<file path="config.mk">
export PLATFORM = sky130hd
export DESIGN_NAME = item_arbiter
export DESIGN_NICKNAME = d
export VERILOG_FILES = /design/src/rtl/item_arbiter.sv
export SDC_FILE = /design/constraint.sdc
export NUM_CORES = 1
export LEC_CHECK = 0
export BUFFER_PORTS_ARGS = -buffer_cell sky130_fd_sc_hd__buf_4
export CAP_MARGIN = 40
export CORE_ASPECT_RATIO = 0.5
export CORE_MARGIN = 5
export CORE_UTILIZATION = 51
export DETAILED_ROUTE_END_ITERATION = 16
export GPL_TIMING_DRIVEN = 1
export PLACE_DENSITY = 0.8
export SLEW_MARGIN = 20
export SYNTH_ARGS = -nofsm -noshare
export SYNTH_HDL_FRONTEND = slang
export SYNTH_SLANG_ARGS = --single-unit
</file>
<file path="constraint.sdc">
create_clock -name clk -period 3.2 [get_ports clk]
set_input_delay 0.32 -clock clk [delete_from_list [all_inputs] [get_ports clk]]
set_output_delay 0.32 -clock clk [all_outputs]
set_load 0.005 [all_outputs]
</file>
<file path="src/rtl/item_arbiter.sv">
// Round-robin scheduler that shares one fixed-latency 8-bit item datapath among NREQ requesters.
// Holds a grant for up to MAX_BURST items and routes each datapath result back to its issuer by tag.
module item_arbiter_tag_stage #(
  parameter int IW = 2
) (
  input  logic          clk,
  input  logic          reset,
  input  logic          vld_d,
  input  logic [IW-1:0] id_d,
  output logic          vld_q,
  output logic [IW-1:0] id_q
);
  always_ff @(posedge clk or negedge reset) begin
    if (!reset) begin
      vld_q <= 1'b0;
      id_q  <= '0;
    end else begin
      vld_q <= vld_d;
      id_q  <= id_d;
    end
  end
endmodule

module item_arbiter #(
  parameter int NREQ      = 4,
  parameter int LATENCY   = 2,
  parameter int MAX_BURST = 4
) (
  input  logic                      clk,
  input  logic                      reset,
  input  logic                      enable,
  input  logic [NREQ-1:0]           req_valid,
  input  logic [NREQ*8-1:0]         req_item,
  output logic [NREQ-1:0]           req_ready,
  output logic [7:0]                dp_item_in,
  output logic                      dp_valid,
  input  logic [7:0]                dp_item_out,
  output logic [NREQ-1:0]           rsp_valid,
  output logic [7:0]                rsp_item,
  output logic [$clog2(NREQ)-1:0]   grant_id,
  output logic                      busy
);
  localparam int IW = $clog2(NREQ);
  localparam int CW = $clog2(MAX_BURST + 1);
  localparam logic [0:0] IDLE = 1'b0;
  localparam logic [0:0] HOLD = 1'b1;

  logic [0:0]               state, nxt_state;
  logic [IW-1:0]            ptr, nxt_ptr, holder, nxt_holder, last_id, dp_id, gnt_id, rot;
  logic [CW-1:0]            cnt, nxt_cnt;
  logic                     gnt;
  logic [IW:0]              pk;
  logic [NREQ-1:0][7:0]     req_arr;
  logic [LATENCY:0]         vld_pipe;
  logic [LATENCY:0][IW-1:0] id_pipe;

  assign req_arr = req_item;

  // Returns {found, id}: first set bit of v scanning p, p+1, ... mod NREQ.
  function automatic logic [IW:0] pick(input logic [NREQ-1:0] v, input logic [IW-1:0] p);
    logic          found;
    logic [IW-1:0] id, idx;
    found = 1'b0;
    id    = '0;
    for (int i = 0; i < NREQ; i++) begin
      idx = IW'((int'(p) + i) % NREQ);
      if (!found && v[idx]) begin
        found = 1'b1;
        id    = idx;
      end
    end
    return {found, id};
  endfunction

  assign rot = (holder == IW'(NREQ - 1)) ? '0 : holder + IW'(1);

  always_comb begin
    nxt_state  = state;
    nxt_ptr    = ptr;
    nxt_holder = holder;
    nxt_cnt    = cnt;
    gnt        = 1'b0;
    gnt_id     = '0;
    pk         = '0;
    case (state)
      IDLE: begin
        if (enable) begin
          pk = pick(req_valid, ptr);
          if (pk[IW]) begin
            gnt        = 1'b1;
            gnt_id     = pk[IW-1:0];
            nxt_holder = pk[IW-1:0];
            nxt_cnt    = CW'(1);
            nxt_state  = HOLD;
          end
        end
      end
      HOLD: begin
        if (!enable) begin
          nxt_state = IDLE;
        end else if (req_valid[holder] && cnt < CW'(MAX_BURST)) begin
          gnt     = 1'b1;
          gnt_id  = holder;
          nxt_cnt = cnt + CW'(1);
        end else begin
          // Holder is masked out: either it dropped valid or its burst expired.
          nxt_ptr = rot;
          pk      = pick(req_valid & ~(NREQ'(1) << holder), rot);
          if (pk[IW]) begin
            gnt        = 1'b1;
            gnt_id     = pk[IW-1:0];
            nxt_holder = pk[IW-1:0];
            nxt_cnt    = CW'(1);
          end else begin
            nxt_state = IDLE;
          end
        end
      end
      default: nxt_state = IDLE;
    endcase
  end

  assign req_ready = (reset && gnt) ? (NREQ'(1) << gnt_id) : '0;
  assign grant_id  = !reset ? '0 : (gnt ? gnt_id : last_id);

  always_ff @(posedge clk or negedge reset) begin
    if (!reset) begin
      state      <= IDLE;
      ptr        <= '0;
      holder     <= '0;
      cnt        <= '0;
      last_id    <= '0;
      dp_item_in <= '0;
      dp_valid   <= 1'b0;
      dp_id      <= '0;
      rsp_valid  <= '0;
      rsp_item   <= '0;
    end else begin
      state    <= nxt_state;
      ptr      <= nxt_ptr;
      holder   <= nxt_holder;
      cnt      <= nxt_cnt;
      dp_valid <= gnt;
      if (gnt) begin
        dp_item_in <= req_arr[gnt_id];
        dp_id      <= gnt_id;
        last_id    <= gnt_id;
      end
      rsp_valid <= vld_pipe[LATENCY] ? (NREQ'(1) << id_pipe[LATENCY]) : '0;
      if (vld_pipe[LATENCY]) rsp_item <= dp_item_out;
    end
  end

  // Tag line: stage LATENCY lines up with dp_item_out for the item it describes.
  assign vld_pipe[0] = dp_valid;
  assign id_pipe[0]  = dp_id;

  for (genvar k = 1; k <= LATENCY; k++) begin : g_tag
    item_arbiter_tag_stage #(.IW(IW)) u_stage (
      .clk   (clk),
      .reset (reset),
      .vld_d (vld_pipe[k-1]),
      .id_d  (id_pipe[k-1]),
      .vld_q (vld_pipe[k]),
      .id_q  (id_pipe[k])
    );
  end

  assign busy = (|vld_pipe) | (|rsp_valid);
endmodule
</file>
-- Yosys cells after proc, flatten, opt, wreduce, memory -nomap -nowiden
Cells that the tools add are included.
- logic and storage cells: 151
- output and inout port bits: 28
- bits in registers: 38
- input bits: 47
- shift operators: 3
- $add $sub $neg: 8
- equality and inequality tests: 7
- mux-type cells: 85
- bitwise gates (word level): 5
- magnitude comparators: 11
- reduce and logical (&&, ||, !) cells: 19
- operators by type and width (cell ; number):
    $mux W1 ; 42
    $mux W2 ; 21
    $lt A2 B3 Y1 const B ; 10
    $bmux W1 S2 ; 9
    $bmux W8 S2 ; 1
    $mux W3 ; 5
    $shl A1 B2 Y4 const A ; 3
    $add A2 B2 Y2 const B ; 4
    $logic_and A1 B1 Y1 ; 8
    $mux W4 ; 2
    $mux W8 ; 1
    $ne A2 B2 Y1 const B ; 4
    $pmux W2 S2 ; 2
    $add A2 B1 Y2 const B ; 3
    $logic_not A1 Y1 ; 6
    $pmux W3 S2 ; 1
    $reduce_and A5 Y1 ; 1
    $and A4 B4 Y4 ; 1
    $not A4 Y4 ; 1
    $reduce_and A4 Y1 ; 1
    $reduce_or A4 Y1 ; 1
    $add A3 B1 Y3 const B ; 1
    $lt A3 B3 Y1 const B ; 1
    $ne A3 B1 Y1 const B ; 1
    7 further kinds ; 8

-- Logic depth before layout (Yosys ltp)
Gate-level depths: netlist of run 1.
- depth in word-level cells: 33
- depth in mapped cells: 12
- mapped depth without buffers: 9

-- By module
A second synthesis of run 1 with hierarchy kept.
- cells, all modules: 203
- area total of the unflattened synthesis: 2224.6 µm²
- by module, submodules not included (module ; area an instance (µm²) ; cells each ; times used ; sequential area each (µm²)):
    item_arbiter ; 2074.5 ; 197 ; 1 ; 800.8
    item_arbiter_tag_stage ; 75.1 ; 3 ; 2 ; 75.1

-- Worst setup path after synthesis of run 1
Ideal clock, no wire load.
- path type: reg2out
- from: reg holder[0]
- to: out req_ready[1]
- setup slack: 0.702 ns
- arrival: 2.178 ns
- required time: 2.880 ns
- stages on the path, launching flop included: 12
- cells stage by stage: dfrtp_1 > buf_6 > inv_1 > ha_1 > nor3_1 > or2_1 > a32o_1 > buf_2 > a21o_1 > buf_6 > buf_6 > nor3_1
- elaborated cells between the ends (all ways): 57
- RTL lines (item ; line ; source):
    from (decl) ; 49 ; logic [IW-1:0] ptr, nxt_ptr, holder, nxt_holder, last_id, dp_id, gnt_id, rot;
    from (signal assigned) ; 141 ; holder <= nxt_holder;
    $add A2 B1 Y2 / $eq A2 B2 Y1 (equally long branches) ; 75 ; assign rot = (holder == IW'(NREQ - 1)) ? '0 : holder + IW'(1);
    $mux W2 * ; 75 ;
    named net rot[1] ; 49 ;
    $bmux W1 S2 ; 67 ; if (!found && v[idx]) begin
    $mux W1 (implied by the code) ; 67 ;
    $mux W1 ; 67 ;
    $mux W1 ; 101 ; end else if (req_valid[holder] && cnt < CW'(MAX_BURST)) begin
    $mux W1 ; 99 ; if (!enable) begin
    (+17 left out) ; n/a ;
    $mux W1 ; 99 ;
    $mux W1 ; 85 ; case (state)
    $mux W2 / $mux W1 (equally long branches) ; 109 ; if (pk[IW]) begin
    $mux W2 / $mux W1 (equally long branches) ; 101 ;
    $mux W2 / $mux W1 (equally long branches) ; 99 ;
    $pmux W2 S2 / $pmux W1 S2 (equally long branches) ; 85 ;
    $shl A1 B2 Y4 / $logic_and A1 B1 Y1 (equally long branches) ; 123 ; assign req_ready = (reset && gnt) ? (NREQ'(1) << gnt_id) : '0;
    $mux W4 * ; 123 ;
    to (decl) ; 34 ; output logic [NREQ-1:0] req_ready,
The timed path passes the listed nets; every way through them passes the cells marked *. The select of a mux whose other input is x is not followed.

-- Final worst setup path of run 1
- from: reg holder[0]
- to: out grant_id[1]
- longest elaborated chain between the ends: 33
- elaborated cells between the ends (all ways): 56
- ends and longest elaborated chain (item ; line ; source):
    parallel branches: the longest is 31 deep, another holds $add A2 B1 Y2 ; n/a ;
    $mux W2 * ; n/a ;
    $mux W2 * ; 124 ; assign grant_id = !reset ? '0 : (gnt ? gnt_id : last_id);
    to (decl) ; 40 ; output logic [$clog2(NREQ)-1:0] grant_id,
Mark *: on every way between the ends. The select of a mux whose other input is x is not followed.

==> flow_summary.ini, run 1 <==
[synthesis]
syn_avg_cell_area_um2 = 9.76
synth_xor_area_share_pct = 0
synthAdderAreaFrac_pct = 2.75
synthSimpleGateAreaFrac_pct = 18.7
synth_area_leader_cell = dfrtp_1
synth_common_cells = dfrtp_1, nand2_1, mux2i_1
synth_top_family_by_area = simple AND/OR/NAND/NOR gates
synth_top_cell_area_share_pct = 41.8
synth.ff_latch_count = 38
seq_area_frac_synth_pct = 41.8
synth_cells = 233
yosysMostFrequentCell = dfrtp_1
ys_types = 47
yosysWarnings = 0
synth-compound-area-share_pct = 17.7
synth-main-ff-cell = dfrtp_1
synth_nets = 285
async_flop_share_pct = 100
synth_edf_count = 0
syn_area_mm2 = 0.00227
synth.mux.area_fraction_pct = 13.1
synthTopCellsByArea = dfrtp_1, mux2i_1, mux2_2, nand2_1, o221ai_1

[global_routing]
grt_overflow = 0
grt_pass1_wl_mm = 9.52
grt_usage_pct = 19.5
grt_pass1_vias = 2014
grt_max_degree = 42
antenna_found_initial = 0

[cts]
clock_latency_ns = 0.30
htree_num_levels = 2
holdBufCountCts = 0
cts_sinks = 38
clk_path_buf_depth = 2
cts_tree = yes
root_buffer = clkbuf_8
clk_pin_slew_ns = 0.09
cts_made_buffers = 5

[pwr]
comb_power_share_pct = 47.6
p_int_mw = 1.54
p_seq_share_pct = 32.1
p_leak_nw = 1.46
ir_drop_mv = 0.366
power.switching_uw = 907
p_clk_share_pct = 20.3
p_per_area_mw_per_mm2 = 806
sw_frac_of_total_pct = 37.1

[place]
place.gp.congestion = 0.962
pre_cts_ws_ns = 0.353
dpl_cell_area_mm2 = 0.00285
port_buffers = 74
dp_cells = 356
place_hpwl_mm = 4.26

[timing]
post-route-period-util_pct = 95.1
maxSlewViolCount = 0
max_freq_ghz = 0.329
hold_violations = 23
rsz0062_at_grt = false
timing.hold.ws_ns = -0.0163
finalWorstSetupSlack_ns = 0.158
relSlewSlack_pct = 66.5
final.min_clock_period_ns = 3.04
fin_setup_tns_ns = 0
tightest_slew_ns = 0.503
finClkSkew_ns = 0.0137
setup_viol = 0

[die]
core_area_mm2 = 0.00436
start_util_pct = 52.1
dieArea_mm2 = 0.00597
ios = 75
die_w_um = 104
chipHeight_um = 57.2
rows = 17

[finish]
num-fill-cells = 338
drive_above_1_share_pct = 35.9
syn_to_final_growth_pct = 33.4
multi_input_area_mm2 = 0.00119
final_cell_area_mm2 = 0.00303
seq_area_um2 = 953
diodes = 0
nNetsFinal = 363
final_cells = 369

[route]
ant_nets = 0
vias = 2075
drtIter0Drc = 110
routedWlPerCell_um = 15.7
drc = 0
wl_mm = 5.80
drt-vias-per-instance = 5.62
drt_pass1_iterations = 4

[critical_path]
crit_arrival_ns = 2.72
end_kind = output pin
startpoint_type = flip-flop
crit_start = holder[0]$_DFFE_PN0P_
r2r_start = holder[0]$_DFFE_PN0P_
crit_type = reg2out
crit_path_max_fanout = 9
crit_required_ns = 2.88

[run]
max-cap-violations = 0

[status]
violations = hold timing
status = finished with violations

[worst_hold_path]
min_path_type = in2async
-- stage by stage --
step | total power [mW] | utilization, % | hold WS, ns
floorplan | 1.51 | - | 0.0244
global placement | 1.85 | 65.4 | 0.317
detailed placement | 1.89 | 65.4 | 0.329
CTS | 2.39 | 68.5 | 0.00352
global route | 2.62 | 69.6 | 0.0207
finish | 2.44 | 69.6 | -0.0163
-- cells by family (layout without fill, tap and decap cells) --
family,Yosys count,count (layout)
flip-flops,38,38
adder cells (fa/ha/maj),5,5
buffers and inverters,25,104
AO/OA/AOI/OAI,55,55
AND/OR/NAND/NOR,82,82
multiplexers,28,28
-- worst max-delay path, cell delays in order (launching register included) --
cell and delay [ns]:
dfrtp_2 0.47, buf_4 0.16, ha_1 0.24, nor2_1 0.28
o21ai_1 0.13, a32o_1 0.35, a21o_1 0.30, a21o_1 0.20
and2_1 0.16, buf_4 0.13
-- cell usage in the layout (no fill, tap or decap), types with 2 or more instances in the layout --
cell	n
buf_4	85
or2_1	2
o221ai_1	8
bufinv_16	2
nor2_1	10
o21ai_1	3
dfrtp_1	36
nor4_1	4
a21oi_1	3
nor2b_1	2
a211oi_1	9
nor3b_1	2
and2_1	4
mux2_2	10
nand2b_1	7
nand2_1	26
clkbuf_8	5
and3_1	3
nand3_1	10
ha_1	5
a21o_1	5
mux2i_1	17
nor3_1	6
o21ai_0	6
inv_1	10
dfrtp_2	2
o22ai_1	8
-- what timing repair did --
item / 4_1_cts / 5_1_grt
setup buffers: 0 / 5
resized for setup: 0 / 4
endpoints found under the setup margin: 0 / 6
-- layer usage --
| layer | GRT usage (%) | routed length, µm | up-vias |
|---|---|---|---|
| met3 | 5.20 | 480 | 5 |
| met5 | 0 | 0 | - |
| met2 | 31.7 | 2690 | 87 |
| li1 | - | - | 1010 |
| met1 | 26.2 | 2580 | 973 |
| met4 | 5.17 | 41 | 0 |
-- power groups by stage --
stage | logic (mW) | registers [mW] | clock network [mW]
after floorplan | 0.757 | 0.757 | 0
after global placement | 1.07 | 0.787 | 0
after detailed placement | 1.09 | 0.798 | 0
after CTS | 1.10 | 0.789 | 0.502
after global routing | 1.28 | 0.812 | 0.530
final | 1.16 | 0.785 | 0.497
-- worst paths after layout --
| kind | slack (ns) | cells after the start | end |
|---|---|---|---|
| setup / recovery | 0.16 | 9 | grant_id[1] |
| hold / removal | -0.02 | 1 | rsp_item[5]$_DFFE_PN0P_ |
| setup reg to reg | 0.55 | 9 | dp_item_in[1]$_DFFE_PN0P_ |
| hold reg to reg | 0.35 | 0 | g_tag[2].u_stage.id_q[0]$_DFF_PN0_ |
| max in group asynchronous | 2.84 | 1 | holder[1]$_DFFE_PN0P_ |
| min in group clk | 0.25 | 2 | rsp_item[3]$_DFFE_PN0P_ |
-- sequential cells by signal, summed over array words and instances, names as in the netlist, 3 cells and up --
name,count
dp_item_in,8
rsp_valid,4
cnt,3
g_tag.u_stage.id_q,4
rsp_item,8
-- final cells by class --
| type | count | area share, % |
|---|---|---|
| clock buffer | 5 | 2.27 |
| clock inverter | 3 | 2.27 |
| inverter | 11 | 1.40 |
| multi-input combinational | 170 | 39.2 |
| sequential | 38 | 31.4 |
| tap | 57 | 2.35 |
| timing repair buffer | 85 | 21.0 |
Note: power is estimated with default switching activity, not from simulation.
==> run 2: changes to the inputs <==
ABC_AREA = 1   (was default)
CORE_UTILIZATION = 52   (was 51)
==> flow_summary.ini, run 2 <==
[global_routing]
grt_pass1_wl_mm = 10.5
grt_usage_pct = 20.4
grt_overflow = 0
grt_max_degree = 42
grt_pass1_vias = 2409
antenna_found_initial = 0

[critical_path]
reg2reg_depth = 21
crit_start = holder[0]$_DFFE_PN0P_
crit_path_max_fanout = 18
crit_required_ns = 2.88
r2r_slack_ns = 0.70
max_stage_delay_ns = 0.49
r2r_end = dp_item_in[7]$_DFFE_PN0P_
startpoint_type = flip-flop
r2r_start = holder[0]$_DFFE_PN0P_
crit_slowest_cell = dfrtp_2
crit_type = reg2out
crit_arrival_ns = 2.73
end_kind = output pin
crit_chain = inv_6 > ha_4 > inv_2 > nand2_1 > nand2_4 > nand2_1 > nand2_1 > nand2_2 > nor2_4 > nor2_1 > nand2_2 > nand2_2 > nand2_4 > nand2_8 > nand2_8 > inv_2 > nor3_2 > buf_4

[synthesis]
seq_area_frac_synth_pct = 37.3
synth_area_leader_cell = dfrtp_1
yosysWarnings = 0
synth.ff_latch_count = 38
synth_common_cells = nand2_1, dfrtp_1, nand3_1
synth_cells = 357
synth-compound-area-share_pct = 6.04
synth_top_cell_area_share_pct = 37.3
synthTopCellsByArea = dfrtp_1, nand2_1, nand2_2, nand3_1, nand2_4
synth.mux.area_fraction_pct = 0
synth-main-ff-cell = dfrtp_1
syn_avg_cell_area_um2 = 7.14
synth_top_family_by_area = simple AND/OR/NAND/NOR gates
synth_xor_area_share_pct = 0.344
synthSimpleGateAreaFrac_pct = 45.3
yosysMostFrequentCell = nand2_1
synthAdderAreaFrac_pct = 2.46
syn_area_mm2 = 0.00255
async_flop_share_pct = 100
synth_edf_count = 0
ys_types = 32
synth_nets = 409

[worst_hold_path]
hp-start = dp_item_out[1]
hold_path_depth = 3
min_path_type = in2reg
hold-path-endpoint = rsp_item[1]$_DFFE_PN0P_

[die]
die_w_um = 109
rows = 18
chipHeight_um = 59.5
start_util_pct = 52.6
ios = 75
dieArea_mm2 = 0.00648
core_area_mm2 = 0.00484

[timing]
fin_setup_tns_ns = 0
maxSlewViolCount = 0
relSlewSlack_pct = 66.9
setup_viol = 0
finClkSkew_ns = 0.00622
tightest_slew_ns = 0.496
max_freq_ghz = 0.328
final.min_clock_period_ns = 3.05
hold_violations = 0
post-route-period-util_pct = 95.2
rsz0062_at_grt = false

[finish]
num-fill-cells = 394
nNetsFinal = 485
drive_above_1_share_pct = 33.6
largestRegisters = dp_item_in x8, rsp_item x8
syn_to_final_growth_pct = 30.7
diodes = 0
post-route-util_pct = 68.8
layout_common_cells = nand2_1, buf_4, dfrtp_1, nand3_1, nand2_2
final_common_cell = nand2_1

[route]
ant_nets = 0
drt-vias-per-instance = 4.91
routedWlPerCell_um = 12.5
drc = 0
wl_mm = 6.32
drtIter0Drc = 83
drt_pass1_iterations = 4
vias = 2477

[cts]
root_buffer = clkbuf_8
cts_sinks = 38
cts_made_buffers = 5
cts_tree = yes
clk_pin_slew_ns = 0.08
clk_path_buf_depth = 2
htree_num_levels = 2
clock_latency_ns = 0.29

[place]
port_buffers = 74
place.gp.congestion = 0.875
place_hpwl_mm = 4.82

[run]
max-cap-violations = 0

[pwr]
p_leak_nw = 1.86
p_per_area_mw_per_mm2 = 1080
ir_drop_mv = 0.458

[status]
status = complete, no violations
==> run 2: cell count changes after synthesis, sizes merged, moves of 9 or more <==
cell,delta
a211oi,-9
mux2i,-17
mux2,-11
inv,+20
nand2,+168
nand3,+18
==> run 2: where the power goes <==
group	internal [mW]	switching (mW)	total [mW]
Combinational	0.859	1.42	2.27
Clock	0.312	0.180	0.493
Sequential	0.671	0.154	0.825
Total	1.84	1.75	3.59
==> run 2: final cells by class <==
cell class	instances	area, µm²	area share [%]
multi-input cells	277	1430	42.8
flip-flops and latches	38	955	28.7
repair buffers	80	603	18.1
inverters	31	121	3.65
well taps	70	87.6	2.63
clock buffers	5	68.8	2.07
clock inverters	3	68.8	2.07
==> run 2: cells by family (layout without fill, tap and decap cells) <==
logic type / after synthesis / after routing
flip-flops: 38 / 38
AND/OR/NAND/NOR: 243 / 244
buffers and inverters: 43 / 119
AO/OA/AOI/OAI: 27 / 27
adder cells (fa/ha/maj): 5 / 5
XOR/XNOR: 1 / 1
==> run 2: per-stage QoR <==
step	area [µm²]	hold WS, ns	setup slack, ns	power, mW	cells
3_5_place_dp	3120	0.323	0.130	3.00	492
4_1_cts	3280	0.212	0.0170	3.55	502
5_1_grt	3330	0.225	0.00183	3.93	504
2_1_floorplan	2550	0.0244	0.560	2.53	357
3_3_place_gp	3120	0.312	0.354	2.90	492
6_report	3330	0.222	0.153	3.59	504
==> run 2: worst max path at each step <==
stage,to,depth (start not counted),slack [ns]
6_report,req_ready[2],18,0.15
5_1_grt,req_ready[2],19,0.002
4_1_cts,req_ready[3],15,0.02
3_5_place_dp,req_ready[2],18,0.13
3_3_place_gp,req_ready[2],18,0.35
2_1_floorplan,req_ready[0],18,0.56
==> run 2: critical path: cells and delay by family, from the launching register on <==
family        cells  cell delay, ns
fa+ha+maj         1            0.24
flops             1            0.49
buf+inv           4            0.44
simple gates     13            1.26
==> run 2: per-layer routing <==
layer / vias up / share of wire (%) / GRT usage, %
li1: 1267 / - / -
met1: 1148 / 43 / 24.4
met2: 53 / 52 / 37.4
met3: 9 / 3.4 / 4.13
met4: 0 / 1.5 / 6.12
met5: - / 0 / 0
==> run 2: what timing repair did <==
item,in CTS,in global routing
pin swaps,1,2
cloned,1,0
endpoints found under the setup margin,6,6
setup buffers,0,2
endpoints found under the hold margin,10,0
hold buffers,1,0
resized for setup,3,8
